[src/rtl/muldiv_sequencer_pkg.sv]
// Shared constants and helpers for the iterative RV32M multiply/divide unit.
// Optional build macro: MULDIV_EARLY_OUT_EN (see muldiv_sequencer.sv).
package muldiv_sequencer_pkg;

  localparam logic [2:0] OP_MUL    = 3'b000;
  localparam logic [2:0] OP_MULH   = 3'b001;
  localparam logic [2:0] OP_MULHSU = 3'b010;
  localparam logic [2:0] OP_MULHU  = 3'b011;
  localparam logic [2:0] OP_DIV    = 3'b100;
  localparam logic [2:0] OP_DIVU   = 3'b101;
  localparam logic [2:0] OP_REM    = 3'b110;
  localparam logic [2:0] OP_REMU   = 3'b111;

  localparam logic [1:0] S_IDLE = 2'd0;
  localparam logic [1:0] S_CALC = 2'd1;
  localparam logic [1:0] S_FIX  = 2'd2;
  localparam logic [1:0] S_DONE = 2'd3;

  localparam logic [31:0] RES_ALL_ONES = 32'hFFFF_FFFF;
  localparam logic [31:0] RES_MIN_INT  = 32'h8000_0000;

  function automatic logic op_signed1(input logic [2:0] op);
    return op[2] ? ~op[0] : ((op == OP_MULH) || (op == OP_MULHSU));
  endfunction

  function automatic logic op_signed2(input logic [2:0] op);
    return op[2] ? ~op[0] : (op == OP_MULH);
  endfunction

  // Operations whose result is known without iterating.
  function automatic logic is_special(input logic [2:0] op, input logic [31:0] a,
                                      input logic [31:0] b);
    if (op[2]) return (b == '0) || (!op[0] && (a == RES_MIN_INT) && (b == RES_ALL_ONES));
    return (a == '0) || (b == '0);
  endfunction

  function automatic logic [31:0] special_result(input logic [2:0] op, input logic [31:0] a,
                                                 input logic [31:0] b);
    if (!op[2]) return '0;
    if (b == '0) return op[1] ? a : RES_ALL_ONES;
    return op[1] ? '0 : RES_MIN_INT;
  endfunction

endpackage

[src/rtl/muldiv_step.sv]
// One radix-2 iteration: shift-add multiply step or restoring divide step.
module muldiv_step #(
  parameter int XLEN = 32
) (
  input  logic [2*XLEN-1:0] i_acc,
  input  logic [XLEN-1:0]   i_operand,
  input  logic              i_is_div,
  output logic [2*XLEN-1:0] o_acc,
  output logic              o_qbit
);

  logic [XLEN:0]   w_sum;
  logic [XLEN:0]   w_rem_sh;
  logic [XLEN+1:0] w_diff;
  logic            w_ge;

  // Multiply: {hi,lo} with multiplier in lo; add to hi on lo[0], then shift right.
  assign w_sum    = {1'b0, i_acc[2*XLEN-1:XLEN]} + (i_acc[0] ? {1'b0, i_operand} : '0);
  // Divide: {rem,quot} shifted left; 33-bit partial remainder compared to divisor.
  assign w_rem_sh = i_acc[2*XLEN-1:XLEN-1];
  assign w_diff   = {1'b0, w_rem_sh} - {2'b00, i_operand};
  assign w_ge     = ~w_diff[XLEN+1];

  always_comb begin
    o_qbit = 1'b0;
    o_acc  = {w_sum, i_acc[XLEN-1:1]};
    if (i_is_div) begin
      o_qbit = w_ge;
      o_acc  = {(w_ge ? w_diff[XLEN-1:0] : w_rem_sh[XLEN-1:0]), i_acc[XLEN-2:0], 1'b0};
    end
  end

endmodule

[src/rtl/muldiv_sequencer.sv]
// Iterative RV32M multiply/divide sequencer: IDLE -> CALC (32 steps) -> FIX -> DONE.
// Build macro MULDIV_EARLY_OUT_EN: trivial operations jump straight from IDLE to DONE.
module muldiv_sequencer
  import muldiv_sequencer_pkg::*;
#(
  parameter int XLEN  = 32,
  parameter int CNT_W = 6
) (
  input  logic            clk,
  input  logic            rst_n,
  input  logic            Start,
  input  logic [2:0]      OpSel,
  input  logic [XLEN-1:0] Operand1,
  input  logic [XLEN-1:0] Operand2,
  input  logic            Flush,
  output logic            Busy,
  output logic            Done,
  output logic            Stall,
  output logic [XLEN-1:0] Result
);

  logic [1:0]        r_state, w_next_state;
  logic [CNT_W-1:0]  r_cnt;
  logic [2*XLEN-1:0] r_acc;
  logic [XLEN-1:0]   r_opnd;
  logic [2:0]        r_op;
  logic              r_neg, r_divz, r_busy, r_done;
  logic [XLEN-1:0]   r_result;

  logic              w_accept, w_sign1, w_sign2, w_neg, w_special;
  logic [XLEN-1:0]   w_mag1, w_mag2, w_special_val, w_quot, w_rem, w_fix_result;
  logic [2*XLEN-1:0] w_step_acc, w_prod;
  logic              w_step_qbit;

  assign w_accept = (r_state == S_IDLE) && Start && !Flush;
  assign w_sign1  = op_signed1(OpSel) & Operand1[XLEN-1];
  assign w_sign2  = op_signed2(OpSel) & Operand2[XLEN-1];
  assign w_mag1   = w_sign1 ? -Operand1 : Operand1;
  assign w_mag2   = w_sign2 ? -Operand2 : Operand2;
  // Remainder follows the dividend; product and quotient follow the sign XOR.
  assign w_neg    = (OpSel[2] && OpSel[1]) ? w_sign1 : (w_sign1 ^ w_sign2);

`ifdef MULDIV_EARLY_OUT_EN
  assign w_special     = is_special(OpSel, Operand1, Operand2);
  assign w_special_val = special_result(OpSel, Operand1, Operand2);
`else
  assign w_special     = 1'b0;
  assign w_special_val = '0;
`endif

  muldiv_step #(.XLEN(XLEN)) u_step (
    .i_acc     (r_acc),
    .i_operand (r_opnd),
    .i_is_div  (r_op[2]),
    .o_acc     (w_step_acc),
    .o_qbit    (w_step_qbit)
  );

  assign w_prod = r_neg ? -r_acc : r_acc;
  assign w_quot = r_divz ? RES_ALL_ONES : (r_neg ? -r_acc[XLEN-1:0] : r_acc[XLEN-1:0]);
  assign w_rem  = r_neg ? -r_acc[2*XLEN-1:XLEN] : r_acc[2*XLEN-1:XLEN];

  always_comb begin
    w_fix_result = w_prod[2*XLEN-1:XLEN];
    case (r_op)
      OP_MUL:           w_fix_result = w_prod[XLEN-1:0];
      OP_DIV, OP_DIVU:  w_fix_result = w_quot;
      OP_REM, OP_REMU:  w_fix_result = w_rem;
      default:          w_fix_result = w_prod[2*XLEN-1:XLEN];
    endcase
  end

  always_comb begin
    w_next_state = r_state;
    case (r_state)
      S_IDLE: if (w_accept) w_next_state = w_special ? S_DONE : S_CALC;
      S_CALC: begin
        if (Flush)                            w_next_state = S_IDLE;
        else if (r_cnt == CNT_W'(XLEN - 1))   w_next_state = S_FIX;
      end
      S_FIX:  w_next_state = Flush ? S_IDLE : S_DONE;
      default: w_next_state = S_IDLE;
    endcase
  end

  always_ff @(posedge clk or negedge rst_n) begin
    if (!rst_n) begin
      r_state  <= S_IDLE;
      r_cnt    <= '0;
      r_acc    <= '0;
      r_opnd   <= '0;
      r_op     <= '0;
      r_neg    <= 1'b0;
      r_divz   <= 1'b0;
      r_busy   <= 1'b0;
      r_done   <= 1'b0;
      r_result <= '0;
    end else begin
      r_state <= w_next_state;
      r_busy  <= (w_next_state == S_CALC) || (w_next_state == S_FIX);
      r_done  <= (w_next_state == S_DONE);
      case (r_state)
        S_IDLE: if (w_accept) begin
          r_op   <= OpSel;
          r_neg  <= w_neg;
          r_divz <= (Operand2 == '0);
          r_cnt  <= '0;
          r_acc  <= {{XLEN{1'b0}}, (OpSel[2] ? w_mag1 : w_mag2)};
          r_opnd <= OpSel[2] ? w_mag2 : w_mag1;
          if (w_special) r_result <= w_special_val;
        end
        S_CALC: begin
          r_acc <= {w_step_acc[2*XLEN-1:1], w_step_acc[0] | w_step_qbit};
          r_cnt <= r_cnt + 1'b1;
        end
        S_FIX: if (!Flush) r_result <= w_fix_result;
        default: ;
      endcase
    end
  end

  assign Busy   = r_busy;
  assign Done   = r_done;
  assign Result = r_result;
  assign Stall  = rst_n && (w_accept || (r_state == S_CALC) || (r_state == S_FIX));

endmodule
[config.mk]
export PLATFORM = sky130hd
export DESIGN_NAME = muldiv_sequencer
export DESIGN_NICKNAME = d
export VERILOG_FILES = /design/src/rtl/muldiv_sequencer_pkg.sv /design/src/rtl/muldiv_step.sv /design/src/rtl/muldiv_sequencer.sv
export SDC_FILE = /design/constraint.sdc
export NUM_CORES = 1
export LEC_CHECK = 0
export BUFFER_PORTS_ARGS = -buffer_cell sky130_fd_sc_hd__clkbuf_2
export CORE_UTILIZATION = 57
export CTS_CLUSTER_SIZE = 10
export DETAILED_ROUTE_END_ITERATION = 16
export PLACE_DENSITY = 0.77
export RECOVER_POWER = 100
export SLEW_MARGIN = 5
export SYNTH_ARGS = -nofsm -noshare
export SYNTH_HDL_FRONTEND = slang
export SYNTH_SLANG_ARGS = --single-unit
[constraint.sdc]
create_clock -name clk -period 3.16 [get_ports clk]
set_clock_uncertainty 0.15 [all_clocks]
set_input_delay 0.158 -clock clk [delete_from_list [all_inputs] [get_ports clk]]
set_output_delay 0.158 -clock clk [all_outputs]
set_load 0.005 [all_outputs]
Word level (Yosys, flattened, before mapping)

Cells that the tools add are included.

Flip-flop bits (word level): 143
Bits of input ports: 71
Output and inout bits: 35
Word-level logic and storage cells: 81

Add/subtract/negate cells: 8
Eq/ne operators: 13
Multiplexer cells: 25
Bitwise logic cells: 7
Reduce and logical (&&, ||, !) cells: 18

Operator list:

| kind                | number |
|---|---|
| $mux 32             | 9 |
| $mux 64             | 3 |
| $neg 32->32         | 4 |
| $pmux 64 s2         | 1 |
| $pmux 32 s3         | 1 |
| $neg 64->64         | 1 |
| $sub 33x32->34      | 1 |
| $add 32x33->33      | 1 |
| $logic_not 32->1    | 1 |
| $eq 3x3->1 const B  | 4 |
| $pmux 6 s2          | 1 |
| $mux 2              | 4 |
| $add 6x1->6 const B | 1 |
| $eq 2x2->1 const B  | 3 |
| $eq 6x5->1 const B  | 1 |
| $mux 6              | 1 |
| $pmux 2 s3          | 1 |
| $reduce_and 2->1    | 3 |
| $eq 2x1->1 const B  | 2 |
| $logic_and 1x1->1   | 4 |
| $logic_or 1x1->1    | 4 |
| $mux 1              | 4 |
| $reduce_or 2->1     | 2 |
| $eq 3x1->1 const B  | 1 |
| other kinds (10)    | 13 |

Logic depth before layout (Yosys ltp)

Gate-level depths: netlist (run 1).

Depth after elaboration: 8
Mapped depth: 14
Mapped depth without buffers: 13

Cells and area by module

From an unflattened synthesis (run 1), not the netlist that was laid out.

Cell total of the unflattened synthesis: 1899
Area total of the unflattened synthesis: 14676.6 um^2

Modules (own cells, without submodules):

| module           | times used | cells each | area an instance (um^2) | seq. area each (um^2) |
|---|---|---|---|---|
| muldiv_sequencer | 1          | 1238       | 9992.1                  | 3578.4 |
| muldiv_step      | 1          | 661        | 4684.5                  | 0.0 |

Worst setup path after synthesis (run 1)

OpenSTA, ideal clock, no wires.

Kind: register to register
Start point: register r_acc[34]
End point: register r_acc[58]
Library setup time: 0.126 ns
Arrival time: 3.073 ns
Data required time: 2.884 ns
Setup slack: -0.190 ns
Cell stages (with the launch flop): 13
Path buffers: 2
Period minus slack after synthesis: 3.350 ns
Cells stage by stage: dfrtp_1 ha_1 a21o_1 a21oi_1 a211oi_1 o311ai_0 a31oi_1 a21oi_1 o21a_1 buf_2 buf_2 nor3_1 a311o_1

Longest elaborated chain between the ends: 4
Elaborated cells between the ends (all ways): 5
Classes of those cells: 2 x add/sub; 3 x mux

Ends and longest elaborated chain:

| what                   | line                    | RTL |
|---|---|---|
| start, declared        | muldiv_sequencer.sv:24  | `logic [2*XLEN-1:0] r_acc;` |
| start signal, assigned | muldiv_sequencer.sv:108 | `r_acc <= {{XLEN{1'b0}}, (OpSel[2] ? w_mag1 : w_mag2)};` |
| start signal, assigned | muldiv_sequencer.sv:113 | `r_acc <= {w_step_acc[2*XLEN-1:1], w_step_acc[0] \| w_step_qbit};` |
| $sub 33x32->34         | muldiv_step.sv:21       | `assign w_diff = {1'b0, w_rem_sh} - {2'b00, i_operand};` |
| $mux 32                | muldiv_step.sv:29       | `o_acc = {(w_ge ? w_diff[XLEN-1:0] : w_rem_sh[XLEN-1:0]), i_acc[XLEN-2:0], 1'b0};` |
| $mux 64 *              | muldiv_step.sv:27       | `if (i_is_div) begin` |
| $pmux 64 s2 *          | muldiv_sequencer.sv:102 | `case (r_state)` |

Mark *: on every way between the ends. The rest lies on a longest branch, timed or not.
A chain may end at the register's enable or synchronous reset.

Final worst setup path (run 1)

Start point: register r_acc[26]
End point: register r_result[30], in the netlist Result[30]

Longest elaborated chain between the ends: 4
Elaborated cells between the ends (all ways): 6
Classes of those cells: 2 x add/sub; 4 x mux

Ends and longest elaborated chain:

| what                  | line                    | RTL |
|---|---|---|
| $neg 32->32           | muldiv_sequencer.sv:60  | `assign w_quot = r_divz ? RES_ALL_ONES : (r_neg ? -r_acc[XLEN-1:0] : r_acc[XLEN-1:0]);` |
| $mux 32 (2 in series) | muldiv_sequencer.sv:60  |  |
| $pmux 32 s3 *         | muldiv_sequencer.sv:65  | `case (r_op)` |
| end signal, assigned  | muldiv_sequencer.sv:110 | `if (w_special) r_result <= w_special_val;` |
| end signal, assigned  | muldiv_sequencer.sv:116 | `S_FIX: if (!Flush) r_result <= w_fix_result;` |
| end, declared         | muldiv_sequencer.sv:28  | `logic [XLEN-1:0] r_result;` |

Marked as above.

==> metrics.yaml, run 1 <==
power.density_nw_per_um2: 862
synth_fp_nets: 2052
nets: 2331
initial_utilization_pct: 58.8
hp-class: "in2reg"
drv_slew: 32
drv_cap: 1
syn_to_final_growth_pct: 29.3
die_w_microns: 161
drc: 0
synth_edf_count: 0
dp_hpwl_microns: 41800
via_count: 16600
synthTopCellsByCount: "207 x nand2_1, 193 x o21ai_0, 176 x a21oi_1"
cp_max_fo: 3
die_h_microns: 161
yosys_warnings: 0
vdd_drop_max_mv: 0.630
ys_seq_elements: 143
synth.area.top_cells: "dfrtp_1 25%, o21ai_0 6.7%, xnor2_1 6.2%, a21oi_1 6.1%, ha_1 6.1%"
setup_viol: 36
grt_pass1_vias: 15100
fill_cells: 1861
core_sq_um: 24600
grt_pass1_wl_microns: 84000
power_mw: 16.1
ant_nets: 0
tightest_slew_ps: 1760
cts_buffers: 17
vias_per_cell: 6.58
cp-start-kind: "flip-flop"
synthesis.instances: 1909
synth-async-reset-ratio_pct: 100
drt-pass1-iter-count: 6
gp_congestion: 1.00
grt_overflow: 0
pin_count: 106
hold_viol: 0
leakagePower_nw: 8.35
netlist_area_sq_um: 14500
port_buffers: 105
status: "complete, but fails checks"
synth_top_area_share_pct: 24.7
synth_seq_area_share_pct: 24.7
synth_ff_type: "dfrtp_1"
grt_max_degree: 109
rsz0062_at_grt: "true"
cts_root_buf: "clkbuf_16"
use_met1_pct: 57.5
worstPathRequired_ps: 3380
path_clk_slew_ps: 70
drt_wl_total_microns: 58200
syn_avg_cell_area_sq_um: 7.58
drt_iter0_drc: 2113
busiest_layer: "met2"
avgRoutedWirePerCell_microns: 23.0
relSlewSlack_pct: -17.5
critPathKind: "reg2reg"
antenna_found_initial: 1
min_period_ps: 3280
yosys.area.top_type: "dfrtp_1"
use_met2_pct: 64.5
grtUsageTotal_pct: 41.9
synth_cell_types: 74
clock-sinks: 143
num_antenna_cells: 0
setup_ws_ps: -125
cp.arrival_ps: 3510
post-route-util_pct: 76.0
h-tree-depth: 4
layout-drive-gt1-share_pct: 26.0
finalCritPeriodShare_pct: 104
grt_use_met3_pct: 6.52
max_freq_mhz: 304
violations: "capacitance limit, slew limit, setup timing"
cts_tree: "built"
die_area_sq_um: 26000
clk_path_buf_depth: 2
end_kind: "flip-flop"
clkLatencyLatePin_ps: 450
rows: 57
yosysMostFrequentCell: "nand2_1"
==> critical path, cell delays in order (launching register included) <==
cell	delay [ps]
dfrtp_1	390
or4_1	580
or4_4	470
nor3_1	390
clkbuf_1	200
nand2b_4	90
or4_4	450
o21ai_2	160
xnor2_1	130
nand2_1	80
a21oi_1	120
==> flip-flops by register name, summed over array words and instances (netlist names) <==
signal   flops
r_op         3
Done         1
r_neg        1
r_acc       64
r_state      2
Busy         1
r_cnt        6
r_opnd      32
r_divz       1
Result      32
==> stage by stage <==
step	worst slack [ps]	cell area [sq um]	TNS, ps	cells	hold WS (ps)
2_1_floorplan	-42.0	14500	-42.0	1909	-288
3_3_place_gp	-261	16800	-2030	2442	-53.1
3_5_place_dp	-321	16800	-4340	2442	-54.3
4_1_cts	-16.3	17700	-58.4	2491	17.1
5_1_grt	-232	18700	-6040	2525	34.3
6_report	-125	18700	-2120	2525	25.0
==> routing by layer <==
metal / wire length, microns / vias up / part of all wire (%)
met3: 6190 / 223 / 11
met5: 0 / - / 0
met2: 25500 / 1076 / 44
met1: 23000 / 7880 / 39
li1: - / 7446 / -
met4: 3520 / 0 / 6.0
==> report_power, final <==
group	internal (mW)	switching (mW)
clock	1.08	1.07
combinational	4.94	6.30
sequential	2.24	0.506
total	8.25	7.88
==> repair_timing <==
action / CTS / global route
setup endpoints to repair: 44 / 56
buffers inserted: 9 / 32
endpoints found under the hold margin: 70 / 0
pin swaps: 20 / 57
resized for setup: 32 / 177
hold buffers: 7 / 0
gates cloned: 1 / 3
==> cells by family after synthesis <==
family | count (synthesis) | synth area share [%]
AOI/OAI and AO/OA | 630 | 26.9
buffers and inverters | 198 | 5.24
xor gates and xnor gates | 188 | 11.4
and+or+nand+nor | 589 | 19.1
muxes | 89 | 6.31
adders and majority gates | 72 | 6.33
DFF | 143 | 24.7
==> layout make-up <==
| cell class | instances | area, sq um | share of cell area, % |
|---|---|---|---|
| Clock inverter | 15 | 184 | 0.983 |
| Inverter | 65 | 249 | 1.33 |
| Timing Repair Buffer | 392 | 2800 | 15.0 |
| Multi-Input combinational cell | 1569 | 11100 | 59.1 |
| Clock buffer | 17 | 425 | 2.27 |
| Tap cell | 324 | 405 | 2.17 |
| Sequential cell | 143 | 3580 | 19.2 |
==> placed cells by master (no fill, tap or decap), types with 8 or more instances in the layout <==
master,n
nand4_1,20
xnor2_1,99
o22ai_1,11
o21a_1,15
o221ai_1,10
dfrtp_1,138
a31oi_1,16
o21ai_1,24
nor2_1,162
nor3_1,32
a22oi_1,16
nor2b_1,10
a21oi_1,161
mux2i_1,71
clkbuf_2,92
inv_1,59
o21ai_0,169
ha_1,55
o211ai_1,16
xor2_1,85
buf_4,253
or4_1,17
or2_2,11
a21oi_2,11
nor2_2,9
clkbuf_1,22
clkbuf_16,19
nand3_1,22
nand2_1,202
a211oi_1,10
or3_1,18
nand2b_1,12
ha_4,13
or4_4,8
a21o_1,36
o31ai_1,25
==> path summary, 6_finish.rpt <==
| check | from | to | slack (ps) | depth (start not counted) |
|---|---|---|---|---|
| hold reg to reg | Result[1] | Result[1] | 330 | 2 |
| max in group asynchronous | rst_n | r_neg | 680 | 3 |
| hold / removal | Operand2[14] | r_opnd[14] | 30 | 4 |
| min in group asynchronous | rst_n | r_opnd[14] | 40 | 2 |
| setup / recovery | r_acc[26] | Result[30] | -120 | 10 |
| setup reg to reg | r_acc[26] | Result[30] | -120 | 10 |
(Power assumes the default switching activity.)
==> run 2: changes to the inputs <==
--- a/config.mk
+++ b/config.mk
@@ -15,3 +15,4 @@
 export SYNTH_ARGS = -nofsm -noshare
 export SYNTH_HDL_FRONTEND = slang
 export SYNTH_SLANG_ARGS = --single-unit
+export TNS_END_PERCENT = 10
==> metrics.yaml, run 2 (synthesis gave the netlist of run 1 again) <==
status: "complete, but fails checks"
violations: "capacitance limit, slew limit, setup timing"
dp_hpwl_microns: 41200  # -1.5%
finalNonFillerCells: 2498  # -1.1%
worstReg2RegEnd: "Result[25]"
power.density_nw_per_um2: 853  # -1.1%
drv_cap: 1  # unchanged
crit_path_end: "Result[25]"
vias_per_cell: 6.41  # -2.7%
pin_count: 106  # unchanged
grtUsageTotal_pct: 41.7  # -0.17 points
worst_hold_slack_ps: 26.9  # +1.85 ps
switching_share_pct: 47.4  # -1.4 points
finalCritPeriodShare_pct: 103  # -0.91 points
port_buffers: 105  # unchanged
grt_overflow: 0  # unchanged
grt_max_degree: 104  # -4.6%
rrSetupSlack_ps: -100  # +30 ps
die_w_microns: 161  # unchanged
tightest_slew_ps: 1750  # -12.7 ps
fin_area_sq_um: 18000  # -3.5%
final_cell_mix: "233 x buf_4, 203 x nand2_1, 184 x o21ai_0, 172 x nor2_1, 166 x a21oi_1"
cts_buffers: 17  # unchanged
power_frac_comb_pct: 67.4  # -2.3 points
cts_tree: "built"
min_period_ps: 3260  # -28.9 ps
cts_root_buf: "clkbuf_16"
p_switching_mw: 7.30  # -7.3%
avgRoutedWirePerCell_microns: 21.9  # -4.8%
num_antenna_cells: 0  # unchanged
setup_viol: 13  # -64%
cp.arrival_ps: 3430  # -80 ps
cp_max_fo: 5  # +2
hold_path_startpoint: "Operand2[29]"
fin_tns_setup_ps: -544  # +1580 ps
clkLatencyLatePin_ps: 450  # about the same
vdd_drop_max_mv: 0.433  # -31%
hp-class: "in2reg"
intPower_mw: 8.09  # -2.0%
top_register: "r_acc"
die_area_sq_um: 26000  # unchanged
drv_slew: 65  # +100%
rows: 57  # unchanged
ant_nets: 0  # unchanged
clk_path_buf_depth: 2  # unchanged
hold_viol: 0  # unchanged
h-tree-depth: 4  # unchanged
die_h_microns: 161  # unchanged
largest_reg_flops: 64  # unchanged
cp-start-kind: "flip-flop"
grt_pass1_vias: 15100  # +0.053%
leakagePower_nw: 8.17  # -2.1%
critical_path.startpoint: "r_acc[26]"
worstPathRequired_ps: 3330  # -50 ps
clock-sinks: 143  # unchanged
drt-pass1-iter-count: 9  # +3
final_common_cell: "buf_4"
end_kind: "flip-flop"
path_clk_slew_ps: 80  # about the same
seqPwrFrac_pct: 17.6  # +0.6 points
layout-drive-gt1-share_pct: 22.6  # -3.4 points
gp_congestion: 1.04  # +3.6%
drt_iter0_drc: 1891  # -11%
setup_ws_ps: -96.0  # +28.9 ps
dpl_worst_slack_ps: -340  # -19.2 ps
max_freq_mhz: 307  # +0.89%
placedCellCount: 2444  # +0.082%
nets: 2304  # -1.2%
post-route-util_pct: 73.4  # -2.7 points
power_mw: 15.4  # -4.6%
antenna_found_initial: 2  # +1
drc: 0  # unchanged
reg2regPathDepth: 9  # -1
pwr-share-clk_pct: 15.0  # +1.7 points
via_count: 16000  # -3.7%
critPathKind: "reg2reg"
grt_pass1_wl_microns: 84100  # +0.14%
core_sq_um: 24600  # unchanged
syn_to_final_growth_pct: 24.8
placedInstanceArea_sq_um: 16800  # about the same
relSlewSlack_pct: -16.7  # +0.85 points
initial_utilization_pct: 58.8  # unchanged
r2r-start: "r_acc[26]"
rsz0062_at_grt: "true"
drt_wl_total_microns: 54800  # -5.8%
## run 2: changes by cell type in the layout (fill, tap and decap cells not counted), sizes merged
cell	delta
buf	-25
clkinv	-5
clkbuf	-4
bufinv	+3
dlygate4sd3	+2
inv	+2
## run 2: power groups by stage
stage	clock network [mW]	logic, mW	registers [mW]
3_3_place_gp	0	9.06	2.67
2_1_floorplan	0	5.68	2.60
3_5_place_dp	0	9.17	2.69
4_1_cts	2.31	9.52	2.66
6_report	2.31	10.4	2.70
5_1_grt	2.39	11.1	2.74
## run 2: worst min path at each step
stage | end | slack (ps) | depth (start not counted)
after detailed placement | r_opnd[11] | 60 | 1
after global routing | r_opnd[29] | 50 | 4
after floorplan | Busy | -290 | 0
after global placement | r_opnd[11] | 50 | 1
after CTS | r_opnd[29] | 20 | 4
final | r_opnd[29] | 30 | 4
## run 2: final cells by class
cell class                      count  area, sq um
Clock inverter                     15          211
Timing Repair Buffer              365         2530
Inverter                           65          249
Clock buffer                       17          425
Fill cell                        2006         6560
Tap cell                          324          405
Multi-Input combinational cell   1569        10600
Sequential cell                   143         3580
## run 2: worst max-delay path: stages, from the launching register on
cell	delay [ps]
dfrtp_1	390
or4_1	570
or4_4	460
nor3_2	390
nand2_2	230
o21a_1	270
nor2_1	140
xor2_1	190
nor2_1	60
o32a_1	280
## run 2: per-layer routing
metal / vias up / global-route usage, % / wire (microns) / share of wire (%)
li1: 7393 / - / - / -
met1: 7482 / 56.3 / 22300 / 41
met2: 961 / 63.2 / 23800 / 43
met3: 172 / 7.60 / 5470 / 10
met4: 2 / 22.3 / 3260 / 5.9
met5: - / 0 / 9 / 0.016
## run 2: timing repair
| action | 4_1_cts | 5_1_grt |
|---|---|---|
| resized for setup | 32 | 93 |
| pin swaps | 11 | 23 |
| hold buffers | 9 | 0 |
| setup buffers | 8 | 4 |
| setup endpoints to repair | 48 | 58 |
| gates cloned | 1 | 0 |
| hold endpoints to repair | 70 | 0 |
